## config.mk

```make
export PLATFORM = sky130hd
export DESIGN_NAME = dcache_ctrl_flat
export DESIGN_NICKNAME = d
export VERILOG_FILES = /design/src/rtl/dcache_ctrl_if.sv /design/src/rtl/dcache_ctrl.sv /design/src/flat_wrapper.sv
export SDC_FILE = /design/constraint.sdc
export NUM_CORES = 1
export LEC_CHECK = 0
export ABC_CLOCK_PERIOD_IN_PS = 9800
export BUFFER_PORTS_ARGS = -buffer_cell sky130_fd_sc_hd__buf_2
export CAP_MARGIN = 40
export CORE_MARGIN = 2
export CORE_UTILIZATION = 40
export DETAILED_ROUTE_END_ITERATION = 8
export MAX_ROUTING_LAYER = met4
export PLACE_DENSITY_LB_ADDON = 0.12
export SYNTH_ARGS = -nofsm -noshare
export SYNTH_HDL_FRONTEND = slang
export SYNTH_SLANG_ARGS = --single-unit
export TNS_END_PERCENT = 10
```

## constraint.sdc

```tcl
create_clock -name clk -period 9.8 [get_ports clk]
set_input_delay 0.98 -clock clk [delete_from_list [all_inputs] [get_ports clk]]
set_output_delay 0.98 -clock clk [all_outputs]
set_load 0.03 [all_outputs]
```

## src/rtl/dcache_ctrl_if.sv

```systemverilog
// CPU-side and data_mem-side signal bundle for dcache_ctrl.
// The slave modport is the cache controller's view; master is the surrounding CPU/memory view.
interface dcache_ctrl_if #(
    parameter int ADDRESS_WIDTH = 32,
    parameter int DATA_WIDTH    = 32
);
    logic                     cpu_req;
    logic                     cpu_we;
    logic [ADDRESS_WIDTH-1:0] cpu_addr;
    logic [DATA_WIDTH-1:0]    cpu_wd;
    logic [DATA_WIDTH-1:0]    cpu_rd;
    logic                     cpu_stall;
    logic                     flush;
    logic                     mem_req;
    logic                     mem_we;
    logic [ADDRESS_WIDTH-1:0] mem_addr;
    logic [DATA_WIDTH-1:0]    mem_wd;
    logic                     mem_ready;
    logic [DATA_WIDTH-1:0]    mem_rd;

    modport slave (
        input  cpu_req, cpu_we, cpu_addr, cpu_wd, flush, mem_ready, mem_rd,
        output cpu_rd, cpu_stall, mem_req, mem_we, mem_addr, mem_wd
    );

    modport master (
        output cpu_req, cpu_we, cpu_addr, cpu_wd, flush, mem_ready, mem_rd,
        input  cpu_rd, cpu_stall, mem_req, mem_we, mem_addr, mem_wd
    );
endinterface

```

## src/rtl/dcache_ctrl.sv

```systemverilog
// Direct-mapped, one-word-line, write-through, no-write-allocate data cache controller.
// Optional hit/miss/write-through counters are enabled by defining DCACHE_STATS_EN.
module dcache_ctrl #(
    parameter int ADDRESS_WIDTH = 32,
    parameter int DATA_WIDTH    = 32,
    parameter int INDEX_BITS    = 4
) (
    input  logic                  clk,
    input  logic                  rst,
`ifdef DCACHE_STATS_EN
    dcache_ctrl_if.slave          bus,
    output logic [DATA_WIDTH-1:0] hit_count,
    output logic [DATA_WIDTH-1:0] miss_count,
    output logic [DATA_WIDTH-1:0] wt_count
`else
    dcache_ctrl_if.slave          bus
`endif
);
    localparam int NLINES = 1 << INDEX_BITS;
    localparam int TAG_W  = ADDRESS_WIDTH - INDEX_BITS - 2;
    localparam logic [ADDRESS_WIDTH-1:0] OFFSET_MASK = ADDRESS_WIDTH'(3);

    localparam logic [1:0] S_IDLE   = 2'd0;
    localparam logic [1:0] S_REFILL = 2'd1;
    localparam logic [1:0] S_WRITE  = 2'd2;
    localparam logic [1:0] S_RESP   = 2'd3;

    logic [1:0]               state;
    logic [NLINES-1:0]        valid;
    logic [TAG_W-1:0]         tag_arr  [NLINES];
    logic [DATA_WIDTH-1:0]    data_arr [NLINES];

    logic                     mem_req_q;
    logic                     mem_we_q;
    logic [ADDRESS_WIDTH-1:0] mem_addr_q;
    logic [DATA_WIDTH-1:0]    mem_wd_q;
    logic [DATA_WIDTH-1:0]    rd_q;

    logic [INDEX_BITS-1:0]    index;
    logic [TAG_W-1:0]         tag;
    logic [ADDRESS_WIDTH-1:0] aligned_addr;
    logic                     hit;
    logic                     idle_go;
    logic                     idle_ld_hit;
    logic                     idle_ld_miss;
    logic                     refill_done;
    logic                     write_done;

    assign index        = bus.cpu_addr[INDEX_BITS+1:2];
    assign tag          = bus.cpu_addr[ADDRESS_WIDTH-1:INDEX_BITS+2];
    assign aligned_addr = bus.cpu_addr & ~OFFSET_MASK;
    assign hit          = valid[index] && (tag_arr[index] == tag);

    // Flush wins over a request in the same cycle; the request is re-presented next cycle.
    assign idle_go      = (state == S_IDLE) && bus.cpu_req && !bus.flush;
    assign idle_ld_hit  = idle_go && !bus.cpu_we && hit;
    assign idle_ld_miss = idle_go && !bus.cpu_we && !hit;
    assign refill_done  = (state == S_REFILL) && bus.mem_ready;
    assign write_done   = (state == S_WRITE) && bus.mem_ready;

    always_comb begin
        bus.cpu_stall = 1'b0;
        unique case (state)
            S_IDLE:   bus.cpu_stall = bus.cpu_req && (bus.flush || bus.cpu_we || !hit);
            S_REFILL: bus.cpu_stall = 1'b1;
            S_WRITE:  bus.cpu_stall = 1'b1;
            default:  bus.cpu_stall = 1'b0;
        endcase
    end

    assign bus.cpu_rd   = idle_ld_hit ? data_arr[index] : rd_q;
    assign bus.mem_req  = mem_req_q;
    assign bus.mem_we   = mem_we_q;
    assign bus.mem_addr = mem_addr_q;
    assign bus.mem_wd   = mem_wd_q;

    always_ff @(posedge clk) begin
        if (rst) begin
            state      <= S_IDLE;
            valid      <= '0;
            mem_req_q  <= 1'b0;
            mem_we_q   <= 1'b0;
            mem_addr_q <= '0;
            mem_wd_q   <= '0;
            rd_q       <= '0;
        end else begin
            unique case (state)
                S_IDLE: begin
                    if (bus.flush) begin
                        valid <= '0;
                    end else if (bus.cpu_req && bus.cpu_we) begin
                        state      <= S_WRITE;
                        mem_req_q  <= 1'b1;
                        mem_we_q   <= 1'b1;
                        mem_addr_q <= aligned_addr;
                        mem_wd_q   <= bus.cpu_wd;
                    end else if (idle_ld_miss) begin
                        state      <= S_REFILL;
                        mem_req_q  <= 1'b1;
                        mem_we_q   <= 1'b0;
                        mem_addr_q <= aligned_addr;
                    end
                end
                S_REFILL: begin
                    if (bus.mem_ready) begin
                        valid[index] <= 1'b1;
                        rd_q         <= bus.mem_rd;
                        mem_req_q    <= 1'b0;
                        state        <= S_RESP;
                    end
                end
                S_WRITE: begin
                    if (bus.mem_ready) begin
                        mem_req_q <= 1'b0;
                        mem_we_q  <= 1'b0;
                        state     <= S_RESP;
                    end
                end
                default: state <= S_IDLE;
            endcase
        end
    end

    // Tag/data arrays carry no reset; writes are suppressed while rst is high.
    always_ff @(posedge clk) begin
        if (!rst && refill_done) begin
            data_arr[index] <= bus.mem_rd;
            tag_arr[index]  <= tag;
        end else if (!rst && write_done && hit) begin
            data_arr[index] <= bus.cpu_wd;
        end
    end

`ifdef DCACHE_STATS_EN
    always_ff @(posedge clk) begin
        if (rst) begin
            hit_count  <= '0;
            miss_count <= '0;
            wt_count   <= '0;
        end else begin
            if (idle_ld_hit)  hit_count  <= hit_count + 1'b1;
            if (idle_ld_miss) miss_count <= miss_count + 1'b1;
            if (write_done)   wt_count   <= wt_count + 1'b1;
        end
    end
`endif
endmodule
```

## src/flat_wrapper.sv

```systemverilog
// flat-port wrapper written by rule: the top's interface ports become plain ports
module dcache_ctrl_flat 
#(
    parameter int ADDRESS_WIDTH = 32,
    parameter int DATA_WIDTH    = 32,
    parameter int INDEX_BITS    = 4
)
  (clk, rst, bus_cpu_req, bus_cpu_we, bus_cpu_addr, bus_cpu_wd, bus_flush, bus_mem_ready, bus_mem_rd, bus_cpu_rd, bus_cpu_stall, bus_mem_req, bus_mem_we, bus_mem_addr, bus_mem_wd);
  dcache_ctrl_if #(.ADDRESS_WIDTH(ADDRESS_WIDTH), .DATA_WIDTH(DATA_WIDTH)) bus_i ();
  input  logic clk;
  input  logic rst;
  input wire logic [$bits(bus_i.cpu_req)-1:0] bus_cpu_req;
  input wire logic [$bits(bus_i.cpu_we)-1:0] bus_cpu_we;
  input wire logic [$bits(bus_i.cpu_addr)-1:0] bus_cpu_addr;
  input wire logic [$bits(bus_i.cpu_wd)-1:0] bus_cpu_wd;
  input wire logic [$bits(bus_i.flush)-1:0] bus_flush;
  input wire logic [$bits(bus_i.mem_ready)-1:0] bus_mem_ready;
  input wire logic [$bits(bus_i.mem_rd)-1:0] bus_mem_rd;
  output wire logic [$bits(bus_i.cpu_rd)-1:0] bus_cpu_rd;
  output wire logic [$bits(bus_i.cpu_stall)-1:0] bus_cpu_stall;
  output wire logic [$bits(bus_i.mem_req)-1:0] bus_mem_req;
  output wire logic [$bits(bus_i.mem_we)-1:0] bus_mem_we;
  output wire logic [$bits(bus_i.mem_addr)-1:0] bus_mem_addr;
  output wire logic [$bits(bus_i.mem_wd)-1:0] bus_mem_wd;
  assign bus_i.cpu_req = bus_cpu_req;
  assign bus_i.cpu_we = bus_cpu_we;
  assign bus_i.cpu_addr = bus_cpu_addr;
  assign bus_i.cpu_wd = bus_cpu_wd;
  assign bus_i.flush = bus_flush;
  assign bus_i.mem_ready = bus_mem_ready;
  assign bus_i.mem_rd = bus_mem_rd;
  assign bus_cpu_rd = bus_i.cpu_rd;
  assign bus_cpu_stall = bus_i.cpu_stall;
  assign bus_mem_req = bus_i.mem_req;
  assign bus_mem_we = bus_i.mem_we;
  assign bus_mem_addr = bus_i.mem_addr;
  assign bus_mem_wd = bus_i.mem_wd;
  dcache_ctrl #(.ADDRESS_WIDTH(ADDRESS_WIDTH), .DATA_WIDTH(DATA_WIDTH), .INDEX_BITS(INDEX_BITS)) u_core (.clk(clk), .rst(rst), .bus(bus_i));
endmodule
```

# After elaboration in Yosys (flattened, before gate mapping)
# Memories as Yosys holds them, arrays and structs flattened.
# Index checks and enable logic that the tools add are counted.
[classes] n_reduce_logical=33 n_eq_ne=9 mux=31 bitwise=3 shift=0 order_cmp=2 n_div=0 n_addsub=0 n_mul=0
[op_table] op="32-bit 2-to-1 mux" n=4
[op_table] op="16-bit 2-to-1 mux" n=2
[op_table] op="16-bit one-hot mux with 2 select lines" n=1
[op_table] op="26-bit equality test" n=1
[op_table] op="16-bit bitwise OR" n=1
[op_table] op="1-bit logical AND" n=14
[op_table] op="1-bit 2-to-1 mux" n=14
[op_table] op="3-bit AND reduction" n=4
[op_table] op="2-bit 2-to-1 mux" n=4
[op_table] op="2-bit != test, second input constant" n=4
[op_table] op="4-bit AND reduction" n=2
[op_table] op="2-bit nonzero test" n=4
[op_table] op="1-bit one-hot mux with 2 select lines" n=3
[op_table] op="4-bit by 5-bit less-than comparator with 1-bit output, second input constant" n=1
[op_table] op="1-bit binary-select mux with 4-bit select" n=1
[op_table] op="1-bit demux with 4-bit select" n=1
[op_table] op="4-bit by 1-bit >= comparator with 1-bit output, second input constant" n=1
[op_table] op="1-bit zero test" n=4
[op_table] op="2-bit one-hot mux with 2 select lines" n=1
[op_table] op="3-bit by 2-bit != test with 1-bit output, second input constant" n=1
[op_table] op="2-bit by 1-bit equality test with 1-bit output, second input constant" n=1
[op_table] op="2-bit equality test, second input constant" n=1
[op_table] op="2-bit zero test" n=1
[op_table] op="1-bit logical OR" n=2
[op_table] op="other kinds (5)" n=5
[totals] latchBits=0 elab_cells=87 output_inout_bits=99 reg_bits=116 mem_bits_rw=928 in_bits=102 mem_bits_ro=0 n_memories=2
[mem_list] memory="u_core.data_arr" words=16 word_bits=32 rd=1 rd_clocked_by_memory_dff=0 wr=1 line_no="dcache_ctrl.sv:31" source="logic [DATA_WIDTH-1:0] data_arr [NLINES];"
[mem_list] memory="u_core.tag_arr" words=16 word_bits=26 rd=1 rd_clocked_by_memory_dff=0 wr=1 line_no="dcache_ctrl.sv:30" source="logic [TAG_W-1:0] tag_arr [NLINES];"

# Depth between registers and ports, before layout
# Gate-level depths: netlist of the first run.
[logic_depth] depth_word=9 depth_mapped=14 ltp_nobuf=9

# Worst setup path after synthesis of the first run
# Ideal clock, no wire load.
[synth_timing] path_kind="input to register" start="input port bus_cpu_addr[2]" end="memory u_core.data_arr[12][0], enable pin" n_path_buf=3 path_slack_ns=3.774 t_arrival_ns=5.565 path_stages=12 required_time_ns=9.339 setup_ns=0.461 cell_sequence="buf_6 > buf_6 > mux4_2 > a22o_1 > o22ai_1 > o211ai_1 > o22a_2 > nor3_4 > nand3_2 > o31a_1 > clkbuf_1 > nor3_1"
[synth_via] elab_chain_len=8 elab_cells_between_ends=10 classes_between="1 x eq/ne; 5 x mux; 1 x bitwise; 2 x reduce/logical; 1 x memory"
[synth_rtl] element="start, declared" line_no="flat_wrapper.sv:14" source="input wire logic [$bits(bus_i.cpu_addr)-1:0] bus_cpu_addr;"
[synth_rtl] element="memory read 16 x 26 bit / 1-bit binary-select mux with 4-bit select (equally long branches)"
[synth_rtl] element="26-bit equality test / 1-bit 2-to-1 mux (equally long branches)" line_no="dcache_ctrl.sv:52" source="assign hit = valid[index] && (tag_arr[index] == tag);"
[synth_rtl] element="1-bit logical AND" line_no="dcache_ctrl.sv:52"
[synth_rtl] element="1-bit logical AND" line_no="dcache_ctrl.sv:129" source="end else if (!rst && write_done && hit) begin"
[synth_rtl] element="1-bit 2-to-1 mux" line_no="dcache_ctrl.sv:129"
[synth_rtl] element="1-bit 2-to-1 mux" line_no="dcache_ctrl.sv:126" source="if (!rst && refill_done) begin"
[synth_rtl] element="1-bit 2-to-1 mux (not written as such)" line_no="dcache_ctrl.sv:130" source="data_arr[index] <= bus.cpu_wd;"
[synth_rtl] element="1-bit bitwise OR (no source line)"
[synth_rtl] element="end, declared" line_no="dcache_ctrl.sv:31"
# Several ways; a longest one is shown, not always the timed one. The select of a mux whose other input is x is not followed.

# Final worst setup path of the first run
[layout_timing] start="input port bus_cpu_addr[2]" end="output port bus_cpu_rd[13]"
[layout_via] elab_chain_len=5 elab_cells_between_ends=8 classes_between="1 x eq/ne; 3 x mux; 2 x reduce/logical; 2 x memory"
[layout_rtl] element="memory read 16 x 26 bit / 1-bit binary-select mux with 4-bit select (equally long branches)"
[layout_rtl] element="26-bit equality test / 1-bit 2-to-1 mux (equally long branches)" line_no="dcache_ctrl.sv:52"
[layout_rtl] element="1-bit logical AND" line_no="dcache_ctrl.sv:52"
[layout_rtl] element="1-bit logical AND" line_no="dcache_ctrl.sv:56" source="assign idle_ld_hit = idle_go && !bus.cpu_we && hit;"
[layout_rtl] element="32-bit 2-to-1 mux *" line_no="dcache_ctrl.sv:71" source="assign bus.cpu_rd = idle_ld_hit ? data_arr[index] : rd_q;"
[layout_rtl] element="end, declared" line_no="flat_wrapper.sv:19" source="output wire logic [$bits(bus_i.cpu_rd)-1:0] bus_cpu_rd;"
# Mark *: on every way between the ends. The rest lies on a longest branch, timed or not. The select of a mux whose other input is x is not followed.

==> results of run 1 <==
## layout make-up
type                            instances  area share
Clock buffer                          143      0.0605
Inverter                               18     0.00147
Antenna cell                            5    0.000262
Multi-Input combinational cell       1010       0.223
Sequential cell                      1042       0.632
Clock inverter                         60      0.0101
Timing Repair Buffer                  273      0.0368
Tap cell                             1380      0.0362
## state kept, by name, summed over array words and instances, names as in the netlist
name / flops
u_core.tag_arr: 416
u_core.valid: 16
u_core.bus.mem_wd: 32
u_core.rd_q: 32
u_core.data_arr: 512
u_core.bus.mem_we: 1
u_core.bus.mem_req: 1
u_core.state: 2
u_core.bus.mem_addr: 30
## kinds of logic (layout without fill, tap and decap cells)
group	Yosys count	count (layout)
AO/OA/AOI/OAI	255	255
AND/OR/NAND/NOR	317	317
other	1	7
adder cells (fa/ha/maj)	4	4
XOR/XNOR	29	29
multiplexers	403	403
flip-flops	1042	1042
buffers and inverters	153	494
## where the power goes
| group | total, W | internal, W | switching, W |
|---|---|---|---|
| Combinational | 0.000876 | 0.000296 | 0.000580 |
| Sequential | 0.00493 | 0.00490 | 0.0000275 |
| Clock | 0.00391 | 0.00220 | 0.00170 |
## layout by cell type, fill, tap and decap left out, drive strengths merged, types with 6 or more instances in the layout
master and instances:
o22ai 16, a22oi 20, a31oi 11, o21ai 37, a21oi 118, buf 273
a221oi 9, edfxtp 928, clkinv 51, nand2 160, dfxtp 114, nor2b 8
o211ai 6, xor2 8, xnor2 21, nand2b 6, nor3 30, nor2 51
mux2i 83, mux4 228, mux2 92, clkbuf 143, inv 19, nand3 33
## through the flow
step	total power, W	hold slack, ns	area (µm²)
finish	0.00971	0.451	47700
global route	0.0100	0.469	47700
CTS	0.00982	0.454	47700
detailed placement	0.00590	0.446	44300
global placement	0.00585	0.438	44000
floorplan	0.00556	0.431	41400
## worst max-delay path, delay by kind of cell
kind,cells,cell delay [ns]
and+or+nand+nor,4,1.32
buffers and inverters,5,2.18
xor gates and xnor gates,1,0.15
AOI/OAI and AO/OA,3,1.08
muxes,1,0.39
## routing by layer
layer	routed length (µm)	part of all wire
met3	5350	0.049
met5	0	0
met1	48600	0.45
met4	2140	0.020
met2	52700	0.48
## worst min path at each step
stage                                                  start                                  to  slack [ns]
after floorplan                u_core.valid[14]$_SDFFE_PP0P_       u_core.valid[14]$_SDFFE_PP0P_        0.43
after global routing      u_core.bus.mem_wd[23]$_SDFFE_PP0P_  u_core.bus.mem_wd[23]$_SDFFE_PP0P_        0.47
after CTS                       u_core.rd_q[19]$_SDFFE_PP0P_        u_core.rd_q[19]$_SDFFE_PP0P_        0.45
after detailed placement        u_core.rd_q[15]$_SDFFE_PP0P_        u_core.rd_q[15]$_SDFFE_PP0P_        0.45
final                      u_core.bus.mem_wd[0]$_SDFFE_PP0P_   u_core.bus.mem_wd[0]$_SDFFE_PP0P_        0.45
after global placement          u_core.rd_q[19]$_SDFFE_PP0P_        u_core.rd_q[19]$_SDFFE_PP0P_        0.44
==> impl_summary.md, run 1 <==
Worst setup path
Data on the critical path is required at its endpoint by roughly 8.8 ns. The critical-path cell with the highest stage delay is sky130_fd_sc_hd__buf_4. The worst setup path is launched from an input pin. The path depth of the worst reg2reg path is 11. Data arrives at the worst endpoint at between 6 and 7 ns. The delay of the slowest cell on the worst path is ~0.75 ns. The critical path starts at bus_cpu_addr[2]. The launching point of the worst reg2reg path is u_core.tag_arr[15][22]$_DFFE_PP_. The setup slack of the worst register-to-register path is between 4 and 5 ns. The endpoint of the most critical register-to-register path is u_core.data_arr[9][9]$_DFFE_PP_. The timing endpoint of the critical path is bus_cpu_rd[13]. The start-to-end type of the worst setup path is in2out. The endpoint type of the worst setup path is a primary output.

The critical path goes through buf_8 > buf_4 > nand2b_2 > o22ai_1 > a221oi_1 > xnor2_1 > a31oi_1 > nor3_4 > and4b_1 > buf_4 > nand2_2 > buf_4 > mux2_2 > buf_2. Of all nets on the critical path, the largest fanout is approximately 70. The most common cell type on the critical path is sky130_fd_sc_hd__buf_4.

Global routing
The total overflow left after global routing is 0. met2 is the most crowded layer. The met1 track utilization from global routing is 0.290. For this run, the total global-route usage over all layers was measured as 0.210. The global-route met3 utilization is 0.0315. The first global-routing pass estimated roughly 160 mm of wire. The largest net degree at the start of global routing is between 60 and 70. The met2 demand-to-capacity share in global routing is 0.327. The number of antenna violations at the first check in global routing is 4. The via count of the first global-routing pass came to roughly 23000.

Synthesis
Of the total synthesized cell area, the portion taken by XOR and XNOR cells is 0.00613. Of the total synthesized cell area, the portion taken by AND, OR, NAND and NOR gates is 0.0346. Synthesis inferred about 1000 register bits. Of all flip-flops after synthesis, the portion carrying an async set or reset was 0. The cell with the most instances after synthesis is sky130_fd_sc_hd__edfxtp_1. Counting instances in the post-synthesis netlist gives the leading cell types as sky130_fd_sc_hd__edfxtp_1, sky130_fd_sc_hd__mux4_2, sky130_fd_sc_hd__nand2_1. Synthesis produced a netlist whose cell count is between 2000 and 2500.

The count of synthesis-stage warnings from yosys is 0. After synthesis the cells add up to around 41000 µm². The sequential element share of the synthesized area is 0.728. In this run, synthesis inferred between 900 and 1000 flip-flops with an integrated enable.

By area the synthesized netlist is led by sky130_fd_sc_hd__edfxtp_1, sky130_fd_sc_hd__mux4_2, sky130_fd_sc_hd__dfxtp_1, sky130_fd_sc_hd__mux2i_1, sky130_fd_sc_hd__mux2_2. The average size of a mapped cell is approximately 19 µm². The fraction of the mapped netlist area in compound gates was 0.0381.

The share of synthesized area in the top cell type comes to 0.673. The most frequently used flop master after synthesis is sky130_fd_sc_hd__edfxtp_1. The mux cell area share after synthesis is 0.172. The count of unique library cells instantiated by Yosys is 75.

The arithmetic-cell share of the synthesized area counting full adders, half adders and majority gates is 0.00121. The main combinational cell family by area after synthesis is multiplexers. Of all cell types, the one taking the most synthesized area is sky130_fd_sc_hd__edfxtp_1.

Finish
The layout overhead on the synthesized area is 15.2%. The number of filler instances in the final layout is just under 9000. The sequential cells in the finished layout cover a total of between 30000 and 40000 µm². Once layout is complete, the cells apart from fillers number 3931.

The number of nets in the finished design is around 2600. The utilization of the core after routing is 0.463. In the final layout, the multi-input gates occupy roughly 11000 µm².

In the final layout, the share of cells above drive strength 1 is 0.312.

STA
At the pin with the least slew margin, the transition time is approximately 0.85 ns. The maximum achievable frequency is 139 MHz. The headroom to the max-slew limit is 0.434. The final critical-path required period is between 7 and 8 ns. The hold violation count in the final report is 0. Setup violations remaining at the end of the flow were counted as 0. The post-layout worst setup margin is roughly 2.6 ns. The setup TNS is 0 ns. Of the available clock period, the critical path in the final layout requires 0.737. The final count of pins violating max slew was 0.

Setup repair after global routing left no endpoint under its margin. The maximum clock skew at final layout is 0.0570 ns.

Routing
The average wire per standard cell is about 28 µm. The number of search-and-repair iterations in the first detailed-routing pass is 5. The first routing iteration left between 1500 and 2000 violations. For this run, design rule violations remaining after detail routing come to 0. Once detail routing completed, the nets flagged for antenna violations numbered 0. In the routed layout, each cell is associated on average with a via count of approximately 5.6. The wire length reported by the detailed router is around 110 mm. The count of vias placed by the detailed router is between 20000 and 25000.

Outcome
The flow ran to the end, and the final reports show no timing, DRC or antenna violations.

Place
The number of placed instances, taps included, is ~3700. The final HPWL from detailed placement is between 60 and 70 mm. During placement, the flow inserted port buffers numbering 196. The weighted congestion at the end of routability-driven global placement is approximately 0.82.

At the placement stage, the worst setup path has a slack of about 2.5 ns.

Clock tree
The root buffer cell chosen for the clock tree is sky130_fd_sc_hd__clkbuf_16. The number of hold buffers added after cts is 0. At the later pin of the worst-skew pair, clock insertion delay measures ~0.71 ns.

After clock tree synthesis, the clock-pin slew on the worst setup and hold paths is 0.06 ns. Buffers added to address setup during post-CTS repair amount to 0. The H-tree depth reported by CTS is 3. The maximum root-to-sink buffer count is 3. The post-cts gate resize count is 0. TritonCTS created approximately 110 clock buffers. The CTS sink count is 1042. The TritonCTS clock tree is built.

Floorplan
The die height is ~330 µm. The initial utilization of the core area, before any placement, comes to 0.402. The top-level port count is 201. The core area is 103000 µm².

The die covers around 110000 µm². Row generation in the floorplan step produced 118 rows. The die is 326 µm wide.

Power and ir drop
The worst IR drop on VDD is around 0.00014 V. The analysis attributes to cell leakage a power of 15.7 nW. The power density of the placed cells is roughly 200 nW/µm².

Flow run
The reported max-cap violation count is 0.

Worst hold path
The worst hold path passes through 2 cells. The type of the tightest min-delay check is reg2reg.
No activity file was read; power rests on OpenSTA's default activity.
==> run 2, diff against run 1 <==
Settings changed: ABC_CLOCK_PERIOD_IN_PS 9800 to 6100.
Clock period 9.8 ns to 6.1 ns, I/O delays scaled along.
==> run 2 against run 1 <==
  * Final area up 1.5%
  * Non-clock buffer count increased by 10
  * Clock skew down 0.016 ns
  * Clock power is 83% higher
  * First-iteration DRC count is 2.6% lower
  * Utilization grew 0.71 points
  * Global-route usage is 0.23 points lower
  * Combinational power up 60%
  * Critical path depth shrank 2
  * Critical path type unchanged
==> impl_summary.md, run 2 (synthesis results as in run 1) <==
Outcome
The run finished with clean final reports.

Routing
The number of remaining DRC errors was 0 (unchanged). The count of routing violations after the opening detailed-route iteration is 1871 (-2.6%). The average wire per standard cell is 27.2 µm (-1.6%).

The count of vias placed by the detailed router was 21800 (-0.38%). The wire length reported by the detailed router is 107 mm (-1.3%). The number of search-and-repair iterations in the first detailed-routing pass came to 5 (unchanged). The average vias per placed instance came to 5.52 (-0.68%). The number of nets still failing antenna checks after routing is 0 (unchanged).

Place
The count of buffers from port buffering is 196 (unchanged). The cell area reported after detailed placement is 44500 µm² (+0.47%). The cell count after placement is 3733 (+0.27%). The weighted congestion at the end of routability-driven global placement is 0.790 (-4.1%). The final HPWL from detailed placement came to 61.3 mm (-3.2%).

Floorplan
The die height is 326 µm (unchanged). The full die area came to 106000 µm² (unchanged). The effective utilization at floorplan is 0.402 (unchanged). The core area is 103000 µm² (unchanged). The width of the die is 326 µm (unchanged). The number of rows in the core area is 118 (unchanged). The top-level port count came to 201 (unchanged).

Power and ir drop
The fraction of power spent switching nets is 0.228 (-0.00989). The sequential fraction of design power is 0.481 (-0.026). The total net switching power is 0.00375 W (+63%). The worst IR drop on VDD is 0.000232 V (+61%). The total internal power is 0.0127 W (+72%). The share of power burned in combinational logic was 0.085 (-0.005). The static leakage power is 16.0 nW (+2.1%).

The power density of the placed cells is 340 nW/µm² (+67%). The clock group share of total power is 0.434 (+0.032).

Clock tree
The CTS sink count is 1042 (unchanged). The number of hold buffers added after cts was 0 (unchanged). The latest clock arrival within the worst-skew pair is 0.70 ns (about the same). The total CTS buffers came to 109 (unchanged). The clock tree root buffer cell is sky130_fd_sc_hd__clkbuf_16. TritonCTS built the clock tree. The clock slew seen by the registers of the worst setup and hold paths was 0.06 ns (about the same). The post-cts gate resize count was 0 (unchanged). The maximum root-to-sink buffer count is 3 (unchanged).

The post-CTS setup buffer count came to 0 (unchanged). The H-tree depth reported by CTS is 3 (unchanged).

STA
The setup TNS is 0 ns (unchanged). The headroom to the max-slew limit came to 0.364 (-0.0697). The worst hold margin came to 0.164 ns (-0.287 ns). The transition time at the pin with the least slew margin came to 0.954 ns (+0.105 ns). The hold violation count in the final report is 0 (unchanged). The maximum clock skew at final layout was 0.0406 ns (-0.0165 ns). Setup repair after global routing left no endpoint under its margin. For the finished layout, the period the worst path requires is around 5.2 ns. The final-report setup violation count is 0 (unchanged). The maximum achievable frequency is 192 MHz. The final count of pins violating max slew is 0 (unchanged). In the finished design, the share of the clock period the worst path needs comes to 0.852.

Global routing
The wire length of the first global-routing pass is 156 mm (-0.49%). The number of antenna violations at the first check in global routing is 5 (+1). The overall overflow remaining after global route came to 0 (unchanged). The via count of the first global-routing pass came to 22800 (+1.0%). The largest net degree at the start of global routing came to 102 (+48%). The total routing resource utilization after global routing is 0.208 (-0.00232).

Finish
The most frequent standard cell in the layout excluding fill and tap cells is sky130_fd_sc_hd__edfxtp_1. The number of standard cells in the layout, taps in and fillers out is 3943 (+0.31%). The final instance area is 48500 µm² (+1.5%).

The layout overhead on the synthesized area is 17.0%. The flip-flop count of the largest register, all copies and words added is 512 (unchanged). The number of nets in the finished design came to 2570 (+0.39%). The largest registers in the layout are u_core.data_arr (512), u_core.tag_arr (416). In the layout the commonest cells are sky130_fd_sc_hd__edfxtp_1, sky130_fd_sc_hd__mux4_2, sky130_fd_sc_hd__buf_2, sky130_fd_sc_hd__nand2_1, sky130_fd_sc_hd__a21oi_1.

The share of cells above drive strength 1 came to 0.321 (+0.00884). More flip-flops sit in one register than any other, and that register is u_core.data_arr.

Worst hold path
The worst hold path stage count is 3 (+1). The type of the tightest min-delay check is in2reg. In this run the most critical hold path is launched from bus_mem_rd[0]. The endpoint of the worst hold path is u_core.rd_q[0]$_SDFFE_PP0P_.

Worst setup path
The path depth of the worst reg2reg path is 11 (unchanged). The required time of the critical path is 5.49 ns (-3.33 ns). The maximum net fanout on the critical path is 52 (-24%). The data arrival time of the worst path is 4.59 ns (-1.65 ns). The setup slack of the worst register-to-register path is 1.97 ns (-2.81 ns). The endpoint of the most critical register-to-register path is u_core.data_arr[10][12]$_DFFE_PP_. The worst setup path is captured at a primary output. The launching point of the worst reg2reg path is u_core.tag_arr[15][22]$_DFFE_PP_.

The start-to-end type of the worst setup path is in2out. The sort of element at the start of the critical path is an input pin.

Flow run
The reported max-cap violation count is 0 (unchanged).
run 2: cell types whose count changed in the layout (fill, tap and decap cells not counted), moves of 2 or more:
cell                        change
sky130_fd_sc_hd__clkinv_2       -3
sky130_fd_sc_hd__inv_16         +2
sky130_fd_sc_hd__clkbuf_8       +2
sky130_fd_sc_hd__clkinv_8       -3
sky130_fd_sc_hd__clkbuf_1       -7
sky130_fd_sc_hd__diode_2        -2
sky130_fd_sc_hd__buf_16         -2
sky130_fd_sc_hd__buf_6          -2
sky130_fd_sc_hd__clkinv_1       -6
sky130_fd_sc_hd__bufinv_16     +17
sky130_fd_sc_hd__buf_12        +15
sky130_fd_sc_hd__clkbuf_16      +3
run 2: layer usage:
layer	vias to the layer above	routed length [µm]	track usage
met4	0	1870	0.0509
met5	-	0	-
li1	9418	-	-
met1	11600	46800	0.277
met3	134	5170	0.0298
met2	608	53500	0.338
run 2: worst max-delay path by stage:
stage / start / to / cells past startpoint
2_1_floorplan: bus_cpu_addr[2] / u_core.data_arr[12][0]$_DFFE_PP_ / 12
3_3_place_gp: bus_cpu_addr[5] / u_core.data_arr[10][12]$_DFFE_PP_ / 11
3_5_place_dp: bus_cpu_addr[5] / bus_cpu_rd[2] / 12
4_1_cts: bus_cpu_addr[5] / bus_cpu_rd[2] / 12
5_1_grt: bus_cpu_addr[5] / bus_cpu_rd[17] / 12
6_report: bus_cpu_addr[5] / bus_cpu_rd[14] / 12
run 2: final cells by class:
class / count / area, µm²
Timing Repair Buffer: 283 / 1960
Antenna cell: 3 / 7.51
Tap cell: 1380 / 1730
Sequential cell: 1042 / 30100
Fill cell: 8795 / 54600
Clock buffer: 141 / 2960
Clock inverter: 66 / 937
Inverter: 18 / 70.1
Multi-Input combinational cell: 1010 / 10600
run 2: power by group through the flow:
stage / Clock, W / Combinational, W / Sequential, W
3_3_place_gp: 0 / 0.00134 / 0.00806
5_1_grt: 0.00757 / 0.00150 / 0.00793
4_1_cts: 0.00730 / 0.00142 / 0.00792
6_report: 0.00714 / 0.00140 / 0.00792
2_1_floorplan: 0 / 0.000802 / 0.00814
3_5_place_dp: 0 / 0.00141 / 0.00807
run 2: metrics by stage:
step / power [W] / util / setup slack (ns)
final: 0.0165 / 0.470 / 0.905
after global routing: 0.0170 / 0.470 / 0.732
after detailed placement: 0.00948 / 0.432 / 0.907
after floorplan: 0.00894 / - / 0.444
after global placement: 0.00941 / 0.431 / 0.883
after CTS: 0.0166 / 0.470 / 0.895
run 2: critical path, cell delays in order:
cell and delay [ns]:
sky130_fd_sc_hd__buf_4 0.68, sky130_fd_sc_hd__and2_1 0.57, sky130_fd_sc_hd__a22oi_1 0.20, sky130_fd_sc_hd__a21o_1 0.21, sky130_fd_sc_hd__a2111oi_0 0.48, sky130_fd_sc_hd__a41o_1 0.30
sky130_fd_sc_hd__and3_1 0.27, sky130_fd_sc_hd__and4b_1 0.25, sky130_fd_sc_hd__nand2_2 0.06, sky130_fd_sc_hd__buf_4 0.34, sky130_fd_sc_hd__mux2_2 0.37, sky130_fd_sc_hd__buf_2 0.18
